--- src/rtl/mult_pkg.sv ---
// Shared widths, sequencer states and job payload for the multiplier scheduler.
package mult_pkg;

  localparam int unsigned OP_W   = 8;
  localparam int unsigned PROD_W = 16;
  localparam int unsigned ITER   = 8;
  localparam int unsigned CNT_W  = 3;

  typedef enum logic [2:0] {
    IDLE,
    LOAD,
    OP,
    SHIFT,
    DONE
  } state_t;

  typedef struct packed {
    logic [OP_W-1:0] a;
    logic [OP_W-1:0] b;
  } job_t;

endpackage

--- src/rtl/mult_scheduler_if.sv ---
// Requester-side request/response bundle of the multiplier scheduler.
interface mult_scheduler_if
  import mult_pkg::*;
#(
  parameter int unsigned NUM_REQ = 2
);

  logic [NUM_REQ-1:0]      req_valid;
  logic [NUM_REQ*OP_W-1:0] req_a;
  logic [NUM_REQ*OP_W-1:0] req_b;
  logic [NUM_REQ-1:0]      req_ready;
  logic [NUM_REQ-1:0]      rsp_valid;
  logic [NUM_REQ-1:0]      rsp_ready;
  logic [PROD_W-1:0]       rsp_prod;

  modport master (
    output req_valid, req_a, req_b, rsp_ready,
    input  req_ready, rsp_valid, rsp_prod
  );

  modport slave (
    input  req_valid, req_a, req_b, rsp_ready,
    output req_ready, rsp_valid, rsp_prod
  );

endinterface

--- src/rtl/mult_scheduler_rr_arbiter.sv ---
// Round-robin arbiter: one-hot grant starting after the last winner; pointer moves only on advance.
module rr_arbiter #(
  parameter int unsigned NUM_REQ = 2
) (
  input  logic               Clk,
  input  logic               Reset_n,
  input  logic [NUM_REQ-1:0] req,
  input  logic               advance,
  output logic [NUM_REQ-1:0] grant_c
);

  localparam int unsigned PTR_W = (NUM_REQ > 1) ? $clog2(NUM_REQ) : 1;

  logic [PTR_W-1:0] last_q;
  logic [PTR_W-1:0] pick_c;
  logic             hit_c;
  int unsigned      idx;

  // Walk from farthest to nearest so the requester just after last_q wins.
  always_comb begin
    pick_c = last_q;
    hit_c  = 1'b0;
    idx    = 0;
    for (int i = int'(NUM_REQ); i >= 1; i--) begin
      idx = 32'(last_q) + 32'(i);
      if (idx >= NUM_REQ) idx = idx - NUM_REQ;
      if (req[PTR_W'(idx)]) begin
        hit_c  = 1'b1;
        pick_c = PTR_W'(idx);
      end
    end
    grant_c = hit_c ? (NUM_REQ'(1) << pick_c) : '0;
  end

  always_ff @(posedge Clk) begin
    if (!Reset_n) last_q <= PTR_W'(NUM_REQ - 1);
    else if (advance && hit_c) last_q <= pick_c;
  end

endmodule

--- src/rtl/mult_scheduler.sv ---
// Shares one 8x8 signed shift-add multiplier datapath among NUM_REQ requesters.
// Optional MULT_ZERO_SKIP_EN: jobs with a zero operand bypass the datapath.
module mult_scheduler
  import mult_pkg::*;
#(
  parameter int unsigned NUM_REQ = 2
) (
  input  logic              Clk,
  input  logic              Reset_n,
  mult_scheduler_if.slave   bus,
  output logic              Ld_B,
  output logic              Ld_A,
  output logic              Ld_Sub,
  output logic              Shift_En,
  output logic [OP_W-1:0]   dp_s,
  output logic [OP_W-1:0]   dp_b,
  input  logic              M,
  input  logic [PROD_W-1:0] dp_prod
);

  state_t             state;
  logic [CNT_W-1:0]   cnt;
  logic [NUM_REQ-1:0] gnt_q;
  logic [NUM_REQ-1:0] ready_q;
  logic [NUM_REQ-1:0] valid_q;
  logic [PROD_W-1:0]  prod_q;
  logic [NUM_REQ-1:0] grant_c;
  job_t               sel_c;
`ifdef MULT_ZERO_SKIP_EN
  logic               zero_q;
`endif

  rr_arbiter #(.NUM_REQ(NUM_REQ)) u_arb (
    .Clk     (Clk),
    .Reset_n (Reset_n),
    .req     (bus.req_valid),
    .advance (state == IDLE),
    .grant_c (grant_c)
  );

  always_comb begin
    sel_c = '0;
    for (int i = 0; i < int'(NUM_REQ); i++) begin
      if (grant_c[i]) begin
        sel_c.a = bus.req_a[i*OP_W +: OP_W];
        sel_c.b = bus.req_b[i*OP_W +: OP_W];
      end
    end
  end

  // Strobes are registered for the state being entered; during a SHIFT, dp_prod[1] is B[0] after the shift.
  always_ff @(posedge Clk) begin
    if (!Reset_n) begin
      state    <= IDLE;
      cnt      <= '0;
      gnt_q    <= '0;
      ready_q  <= '0;
      valid_q  <= '0;
      prod_q   <= '0;
      Ld_B     <= 1'b0;
      Ld_A     <= 1'b0;
      Ld_Sub   <= 1'b0;
      Shift_En <= 1'b0;
      dp_s     <= '0;
      dp_b     <= '0;
`ifdef MULT_ZERO_SKIP_EN
      zero_q   <= 1'b0;
`endif
    end else begin
      ready_q  <= '0;
      Ld_B     <= 1'b0;
      Ld_A     <= 1'b0;
      Ld_Sub   <= 1'b0;
      Shift_En <= 1'b0;
      case (state)
        IDLE: begin
          if (|grant_c) begin
            ready_q <= grant_c;
            gnt_q   <= grant_c;
            dp_s    <= sel_c.a;
            dp_b    <= sel_c.b;
`ifdef MULT_ZERO_SKIP_EN
            zero_q  <= (sel_c.a == '0) || (sel_c.b == '0);
            if ((sel_c.a == '0) || (sel_c.b == '0)) begin
              state <= DONE;
            end else begin
              state <= LOAD;
              Ld_B  <= 1'b1;
            end
`else
            state   <= LOAD;
            Ld_B    <= 1'b1;
`endif
          end
        end
        LOAD: begin
          cnt <= '0;
          if (dp_b[0]) begin
            state <= OP;
            Ld_A  <= 1'b1;
          end else begin
            state    <= SHIFT;
            Shift_En <= 1'b1;
          end
        end
        OP: begin
          state    <= SHIFT;
          Shift_En <= 1'b1;
        end
        SHIFT: begin
          cnt <= cnt + CNT_W'(1);
          if (cnt == CNT_W'(ITER - 1)) begin
            state <= DONE;
          end else if (dp_prod[1]) begin
            state <= OP;
            if (cnt == CNT_W'(ITER - 2)) Ld_Sub <= 1'b1;
            else Ld_A <= 1'b1;
          end else begin
            Shift_En <= 1'b1;
          end
        end
        DONE: begin
          if (valid_q == '0) begin
`ifdef MULT_ZERO_SKIP_EN
            prod_q <= zero_q ? '0 : dp_prod;
`else
            prod_q <= dp_prod;
`endif
            valid_q <= gnt_q;
          end else if (|(valid_q & bus.rsp_ready)) begin
            valid_q <= '0;
            dp_s    <= '0;
            dp_b    <= '0;
            state   <= IDLE;
          end
        end
        default: state <= IDLE;
      endcase
    end
  end

  // Datapath B[0] must agree with the multiplier bit that steered us into OP.
  always_ff @(posedge Clk) begin
    if (Reset_n && state == OP) assert (M);
  end

  assign bus.req_ready = ready_q;
  assign bus.rsp_valid = valid_q;
  assign bus.rsp_prod  = prod_q;

endmodule

--- src/flat_wrapper.sv ---
// flat-port wrapper written by rule: the top's interface ports become plain ports
module mult_scheduler_flat import mult_pkg::*;
#(
  parameter int unsigned NUM_REQ = 2
)
  (Clk, Reset_n, Ld_B, Ld_A, Ld_Sub, Shift_En, dp_s, dp_b, M, dp_prod, bus_req_valid, bus_req_a, bus_req_b, bus_rsp_ready, bus_req_ready, bus_rsp_valid, bus_rsp_prod);
  mult_scheduler_if #(.NUM_REQ(NUM_REQ)) bus_i ();
  input  logic Clk;
  input  logic Reset_n;
  output logic Ld_B;
  output logic Ld_A;
  output logic Ld_Sub;
  output logic Shift_En;
  output logic [OP_W-1:0] dp_s;
  output logic [OP_W-1:0] dp_b;
  input  logic M;
  input  logic [PROD_W-1:0] dp_prod;
  input wire logic [$bits(bus_i.req_valid)-1:0] bus_req_valid;
  input wire logic [$bits(bus_i.req_a)-1:0] bus_req_a;
  input wire logic [$bits(bus_i.req_b)-1:0] bus_req_b;
  input wire logic [$bits(bus_i.rsp_ready)-1:0] bus_rsp_ready;
  output wire logic [$bits(bus_i.req_ready)-1:0] bus_req_ready;
  output wire logic [$bits(bus_i.rsp_valid)-1:0] bus_rsp_valid;
  output wire logic [$bits(bus_i.rsp_prod)-1:0] bus_rsp_prod;
  assign bus_i.req_valid = bus_req_valid;
  assign bus_i.req_a = bus_req_a;
  assign bus_i.req_b = bus_req_b;
  assign bus_i.rsp_ready = bus_rsp_ready;
  assign bus_req_ready = bus_i.req_ready;
  assign bus_rsp_valid = bus_i.rsp_valid;
  assign bus_rsp_prod = bus_i.rsp_prod;
  mult_scheduler #(.NUM_REQ(NUM_REQ)) u_core (.Clk(Clk), .Reset_n(Reset_n), .bus(bus_i), .Ld_B(Ld_B), .Ld_A(Ld_A), .Ld_Sub(Ld_Sub), .Shift_En(Shift_En), .dp_s(dp_s), .dp_b(dp_b), .M(M), .dp_prod(dp_prod));
endmodule
--- config.mk ---
export PLATFORM = sky130hd
export DESIGN_NAME = mult_scheduler_flat
export DESIGN_NICKNAME = d
export VERILOG_FILES = /design/src/rtl/mult_pkg.sv /design/src/rtl/mult_scheduler_if.sv /design/src/rtl/mult_scheduler_rr_arbiter.sv /design/src/rtl/mult_scheduler.sv /design/src/flat_wrapper.sv
export SDC_FILE = /design/constraint.sdc
export NUM_CORES = 1
export LEC_CHECK = 0
export ABC_AREA = 1
export BUFFER_PORTS_ARGS = -buffer_cell sky130_fd_sc_hd__buf_2
export CAP_MARGIN = 20
export CELL_PAD_IN_SITES_DETAIL_PLACEMENT = 1
export CELL_PAD_IN_SITES_GLOBAL_PLACEMENT = 1
export CORE_MARGIN = 3
export CORE_UTILIZATION = 29
export DETAILED_ROUTE_END_ITERATION = 12
export PLACE_DENSITY_LB_ADDON = 0.05
export SYNTH_ARGS = -nofsm -noshare
export SYNTH_HDL_FRONTEND = slang
export SYNTH_SLANG_ARGS = --single-unit
--- constraint.sdc ---
create_clock -name Clk -period 1.4 [get_ports Clk]
set_clock_uncertainty 0.15 [all_clocks]
set_input_delay 0.07 -clock Clk [delete_from_list [all_inputs] [get_ports Clk]]
set_output_delay 0.07 -clock Clk [all_outputs]
set_load 0.02 [all_outputs]
## After elaboration in Yosys (flattened, before gate mapping)

Index checks and enable logic that the tools add are counted.

| storage, ports and cells | value |
|---|---|
| bits in registers | 49 |
| output and inout bits | 40 |

| operators by class | value |
|---|---|
| shift operators | 1 |
| eq/ne operators | 10 |
| bitwise operators | 4 |
| add/subtract/negate cells | 5 |
| reductions and logical operators | 16 |
| multiplexer cells | 40 |
| $lt $le $gt $ge | 4 |

Operator list:

| cell | number |
|---|---|
| 16-bit 2-to-1 mux | 2 |
| 8-bit 2-to-1 mux | 4 |
| 8-bit one-hot mux with 2 select lines | 2 |
| 1-bit 2-to-1 mux | 20 |
| 3-bit 2-to-1 mux | 5 |
| 3-bit one-hot mux with 5 select lines | 1 |
| 3-bit == test (second input constant) | 3 |
| 2-bit AND reduction | 4 |
| 4-bit AND reduction | 2 |
| 3-bit by 2-bit == test with 1-bit output (second input constant) | 2 |
| 2-bit 2-to-1 mux | 3 |
| 3-bit one-hot mux with 2 select lines | 1 |
| 2-bit nonzero test | 3 |
| 1-bit by 2-bit < comparator with 1-bit output (second input constant) | 2 |
| 2-bit by 1-bit != test with 1-bit output (second input constant) | 2 |
| 2-bit OR reduction | 2 |
| 4-bit OR reduction | 1 |
| 1-bit by 2-bit adder with 3-bit output (second input constant) | 1 |
| 3-bit by 1-bit adder with 3-bit output (second input constant) | 1 |
| 3-bit by 1-bit == test with 1-bit output (second input constant) | 1 |
| 3-bit by 2-bit greater-or-equal comparator with 1-bit output (second input constant) | 1 |
| 3-bit zero test | 1 |
| 3-bit by 2-bit != test with 1-bit output (second input constant) | 1 |
| 1-bit inverter | 3 |
| 11 further kinds | 12 |

## Depth between registers and ports, before layout

| logic depth | value |
|---|---|
| depth after elaboration | 13 |
| depth in mapped cells | 8 |

## Cells and area by module

From an unflattened synthesis, not the netlist that was laid out.

| unflattened totals | value |
|---|---|
| cell total of the unflattened synthesis | 291 |
| area total of the unflattened synthesis | 2,199.6 um2 |

Modules (own cells, without submodules):

| module | cells an instance | times used | area each (um2) |
|---|---|---|---|
| mult_scheduler | 282 | 1 | 2,142.1 |
| rr_arbiter | 9 | 1 | 57.6 |

## Worst setup path after synthesis

No wires, ideal clock.

| timing path | value |
|---|---|
| path kind | register to register |
| start | register u_core.valid_q[0], in the netlist u_core.bus.rsp_valid[0] |
| end | register u_core.dp_b[1] |
| stages on the path, launching flop included | 9 |
| clock period less this slack | 1.392 ns |
| setup slack | 0.008 ns |
| arrival | 1.130 ns |
| cells stage by stage | dfxtp_1 nand2_1 nand2_1 inv_1 nand2_1 nand3_4 buf_6 nand2_1 nand2_1 |

| on the way | value |
|---|---|
| word-level cells in the longest chain between the ends | 4 |

RTL lines:

| element | line | text |
|---|---|---|
| start, declared | mult_scheduler.sv:25 | `logic [NUM_REQ-1:0] valid_q;` |
| start signal, assigned | mult_scheduler.sv:129 | `valid_q <= gnt_q;` |
| 2-bit AND | mult_scheduler.sv:130 | `end else if (\|(valid_q & bus.rsp_ready)) begin` |
| 2-bit OR reduction | mult_scheduler.sv:130 |  |
| 2-bit by 1-bit != test with 1-bit output (no line) | -- |  |
| 4-bit AND reduction (no line) * | -- |  |
| end signal, assigned | mult_scheduler.sv:81 | `dp_b <= sel_c.b;` |
| end, declared | mult_scheduler.sv:16 | `output logic [OP_W-1:0] dp_b,` |

Every way passes the cells marked *; elsewhere a longest branch is shown, timed or not.
A chain may end at the register's enable or synchronous reset.

## Final worst setup path

| timing path | value |
|---|---|
| start | register u_core.state[0] |
| end | register u_core.prod_q[12], in the netlist u_core.bus.rsp_prod[12] |

| on the way | value |
|---|---|
| word-level cells in the longest chain between the ends | 2 |

RTL lines:

| element | line | text |
|---|---|---|
| start, declared | mult_scheduler.sv:21 | `state_t state;` |
| start signal, assigned | mult_scheduler.sv:54 | `state <= IDLE;` |
| start signal, assigned | mult_scheduler.sv:91 | `state <= LOAD;` |
| start signal, assigned | mult_scheduler.sv:99 | `state <= OP;` |
| 3-bit == test | mult_scheduler.sv:75 | `case (state)` |
| 2-bit AND reduction (no line) | -- |  |
| end signal, assigned | mult_scheduler.sv:127 | `prod_q <= dp_prod;` |
| end, declared | mult_scheduler.sv:26 | `logic [PROD_W-1:0] prod_q;` |

Every way passes these cells.

==> flow_summary.toml <==
[yosys]
synth-adder-area-share_pct = 2.25
synthArstFlopShare_pct = 0
yosysSeqAreaShare_pct = 44.2
syn_area_sq_um = 2220
synthFlopType = "dfxtp_1"
synth_compound_area_share_pct = 7.10
muxShareOfSynthArea_pct = 0
synth_simple_gate_area_share_pct = 37.4
synth_seq_cells = 49
syn_inst = 331
avgSynthCellArea_sq_um = 6.71
yosys_warnings = 0
synth_top_family_by_area = "simple AND/OR/NAND/NOR gates"
synth_xor_area_share_pct = 0
ys_types = 24
synth-edff-count = 0
syn-num-nets = 390

[finish]
post-route-util_pct = 50.5
regArea_sq_um = 991
final_area_sq_um = 3700
areaGrowthSynthToFinish_pct = 66.7
nNetsFinal = 549
multiInputGateArea_sq_um = 1170
drive_gt1_share_pct = 33.4
fillers = 944
n_antenna_cell = 0

[route]
wl_met2_mm = 3.77
wirelength_mm = 7.39
ant_nets = 0
wl_per_cell_um = 12.5
highest_layer = "met4"
drc = 0
firstDrtPassIters = 4
vias = 2543
routed_via_density = 4.31
wl_met1_mm = 3.08
route.met3.wl_um = 473
drt_first_iter_violations = 42

[global_routing]
track_usage_pct = 17.1
overflow = 0
antenna_found_initial = 0
grt_first_pass_wirelength_mm = 12.0
grt_pass1_vias = 2565
grt_max_degree = 20

[setup_path]
critical-path-top-delay-family = "flip-flops"
critPathKind = "reg -> reg"
r2r_cells = 8
crit_chain = "inv_2, nand2_2, nor2_4, buf_6, nand2_8, buf_6, nand2_2, a21oi_2"
required_ns = 1.44
cp.arrival_ns = 1.42
r2r-end = "u_core.bus.rsp_prod[12]"
rrSetupSlack_ns = 0.03
cp_slowest_stage_delay_ns = 0.37
crit_fanout = 7
r2r_start = "u_core.state[0]"
cp-end-kind = "flop"
cp_slowest_cell = "dfxtp_4"
cp-start-kind = "flop"
path_buf_inv = 3
startpoint = "u_core.state[0]"

[clocking]
insertion_delay_ns = 0.30
tritoncts = "built"
cts_sinks = 49
clk_pin_slew_worst_paths_ns = 0.09
cts_buffers = 5
cts_buffer_depth = 2
ctsHtreeMaxLevel = 2
root_buffer = "clkbuf_8"

[sta]
setup_tns_ns = 0
whs_ns = 0.00979
fmaxAchievable_ghz = 0.728
rsz0062_at_grt = "true"
worst_slew_pin_slew_ns = 0.379
min_period_ns = 1.37
finalCritPeriodShare_pct = 98.1
setup_viol = 0
drv_slew = 0
hold_violations = 0
worst_slew_margin_rel_pct = 74.6

[die]
fp.dieW_um = 93.5
core_region_area_sq_um = 7330
die_h_um = 93.5
io_pins = 95
dieArea_sq_um = 8740
row_count = 31
start_util_pct = 30.3

[power]
p_leak_nw = 1.92
power_w = 0.00511
vdd_drop_max_mv = 0.525
p_per_area_nw_per_um2 = 1380

[outcome]
status = "completed"

[worst_hold_path]
hp-class = "in -> reg"
holdPathEnd = "u_core.bus.req_ready[0]"
worst_hold_path.num_cells = 4
hold_path_startpoint = "bus_req_valid[1]"

[placed_design]
placed_cell_area_sq_um = 2890
gp_congestion = 0.757
io_buffers = 93
dp_hpwl_mm = 4.50

[run]
drv_cap = 0
-- how the worst max path moves through the flow --
stage                              endpoint  cells past startpoint
CTS                          u_core.dp_s[1]                      6
global placement     u_core.bus.rsp_prod[7]                      8
finish              u_core.bus.rsp_prod[12]                      8
detailed placement   u_core.bus.rsp_prod[2]                      8
global route            u_core.u_arb.last_q                      7
floorplan                    u_core.dp_b[1]                      8
-- placed cells by master (no fill, tap or decap), types with 6 or more instances in the layout --
master,n
nand2_1,151
buf_2,93
dlygate4sd3_1,52
dfxtp_1,45
inv_1,29
nand2_2,16
a21oi_1,15
nor2_1,14
nand3_1,9
buf_4,9
a21oi_2,8
clkbuf_8,6
-- cell type report --
cell class	instances	area share, %
clock buffer	7	2.33
sequential	49	26.8
multi-input combinational	238	31.5
inverter	35	3.96
timing repair inverter	1	0.237
timing repair buffer	160	31.0
clock inverter	1	0.811
tap	99	3.35
-- flip-flops by register name, indices dropped and copies added, names as in the netlist --
signal / cells
u_core.Ld_A: 1
u_core.state: 3
u_core.bus.rsp_valid: 2
u_core.Ld_B: 1
u_core.dp_s: 8
u_core.u_arb.last_q: 1
u_core.gnt_q: 2
u_core.dp_b: 8
u_core.Shift_En: 1
u_core.bus.req_ready: 2
u_core.Ld_Sub: 1
u_core.cnt: 3
u_core.bus.rsp_prod: 16
-- Yosys cell counts (2+ instances only) --
| master | number | share of area, % |
|---|---|---|
| a21oi_1 | 22 | 5.0 |
| buf_2 | 2 | 0.45 |
| buf_6 | 3 | 1.5 |
| clkbuf_1 | 4 | 0.68 |
| dfxtp_1 | 49 | 44 |
| ha_1 | 4 | 2.3 |
| inv_1 | 32 | 5.4 |
| inv_2 | 2 | 0.34 |
| nand2_1 | 167 | 28 |
| nand3_1 | 9 | 2.0 |
| nand4_1 | 3 | 0.85 |
| nor2_1 | 16 | 2.7 |
| nor2_2 | 3 | 0.85 |
| nor2_4 | 2 | 1.0 |
| o21ai_0 | 3 | 0.68 |
| o21ai_1 | 2 | 0.45 |
-- what timing repair did --
item,4_1_cts,5_1_grt
pin swaps,0,4
endpoints found under the setup margin,34,40
endpoints found under the hold margin,39,1
gates cloned,1,1
resized for setup,5,45
buffers inserted,0,1
hold buffers,52,1
-- cell families after synthesis --
group                      count (synthesis)
AOI/OAI and AO/OA                         30
adders and majority gates                  4
buffers and inverters                     45
DFF                                       49
and+or+nand+nor                          203
-- routing by layer --
layer / up-vias / GRT usage, %
met1: 1143 / 20.3
met3: 5 / 4.42
li1: 1326 / -
met5: - / 0
met2: 69 / 30.6
met4: 0 / 4.03
-- worst register-to-register path: stages (launching register included) --
cell and delay [ns]:
dfxtp_4 0.37, inv_2 0.06, nand2_2 0.06, nor2_4 0.13, buf_6 0.12, nand2_8 0.09, buf_6 0.17, nand2_2 0.06
a21oi_2 0.05
-- per-stage QoR --
step                setup WS (ns)  cells
finish                     0.0267    590
global route              -0.0486    590
CTS                       0.00362    588
detailed placement        -0.0122    527
global placement          0.00381    527
floorplan                 0.00752    331
-- power by group --
part	leakage [nW]	internal [W]	switching [W]
Combinational	1.46	0.000875	0.00133
Clock	0.0585	0.000583	0.000473
Sequential	0.401	0.00167	0.000176
Note: power is estimated with default switching activity, not from simulation.
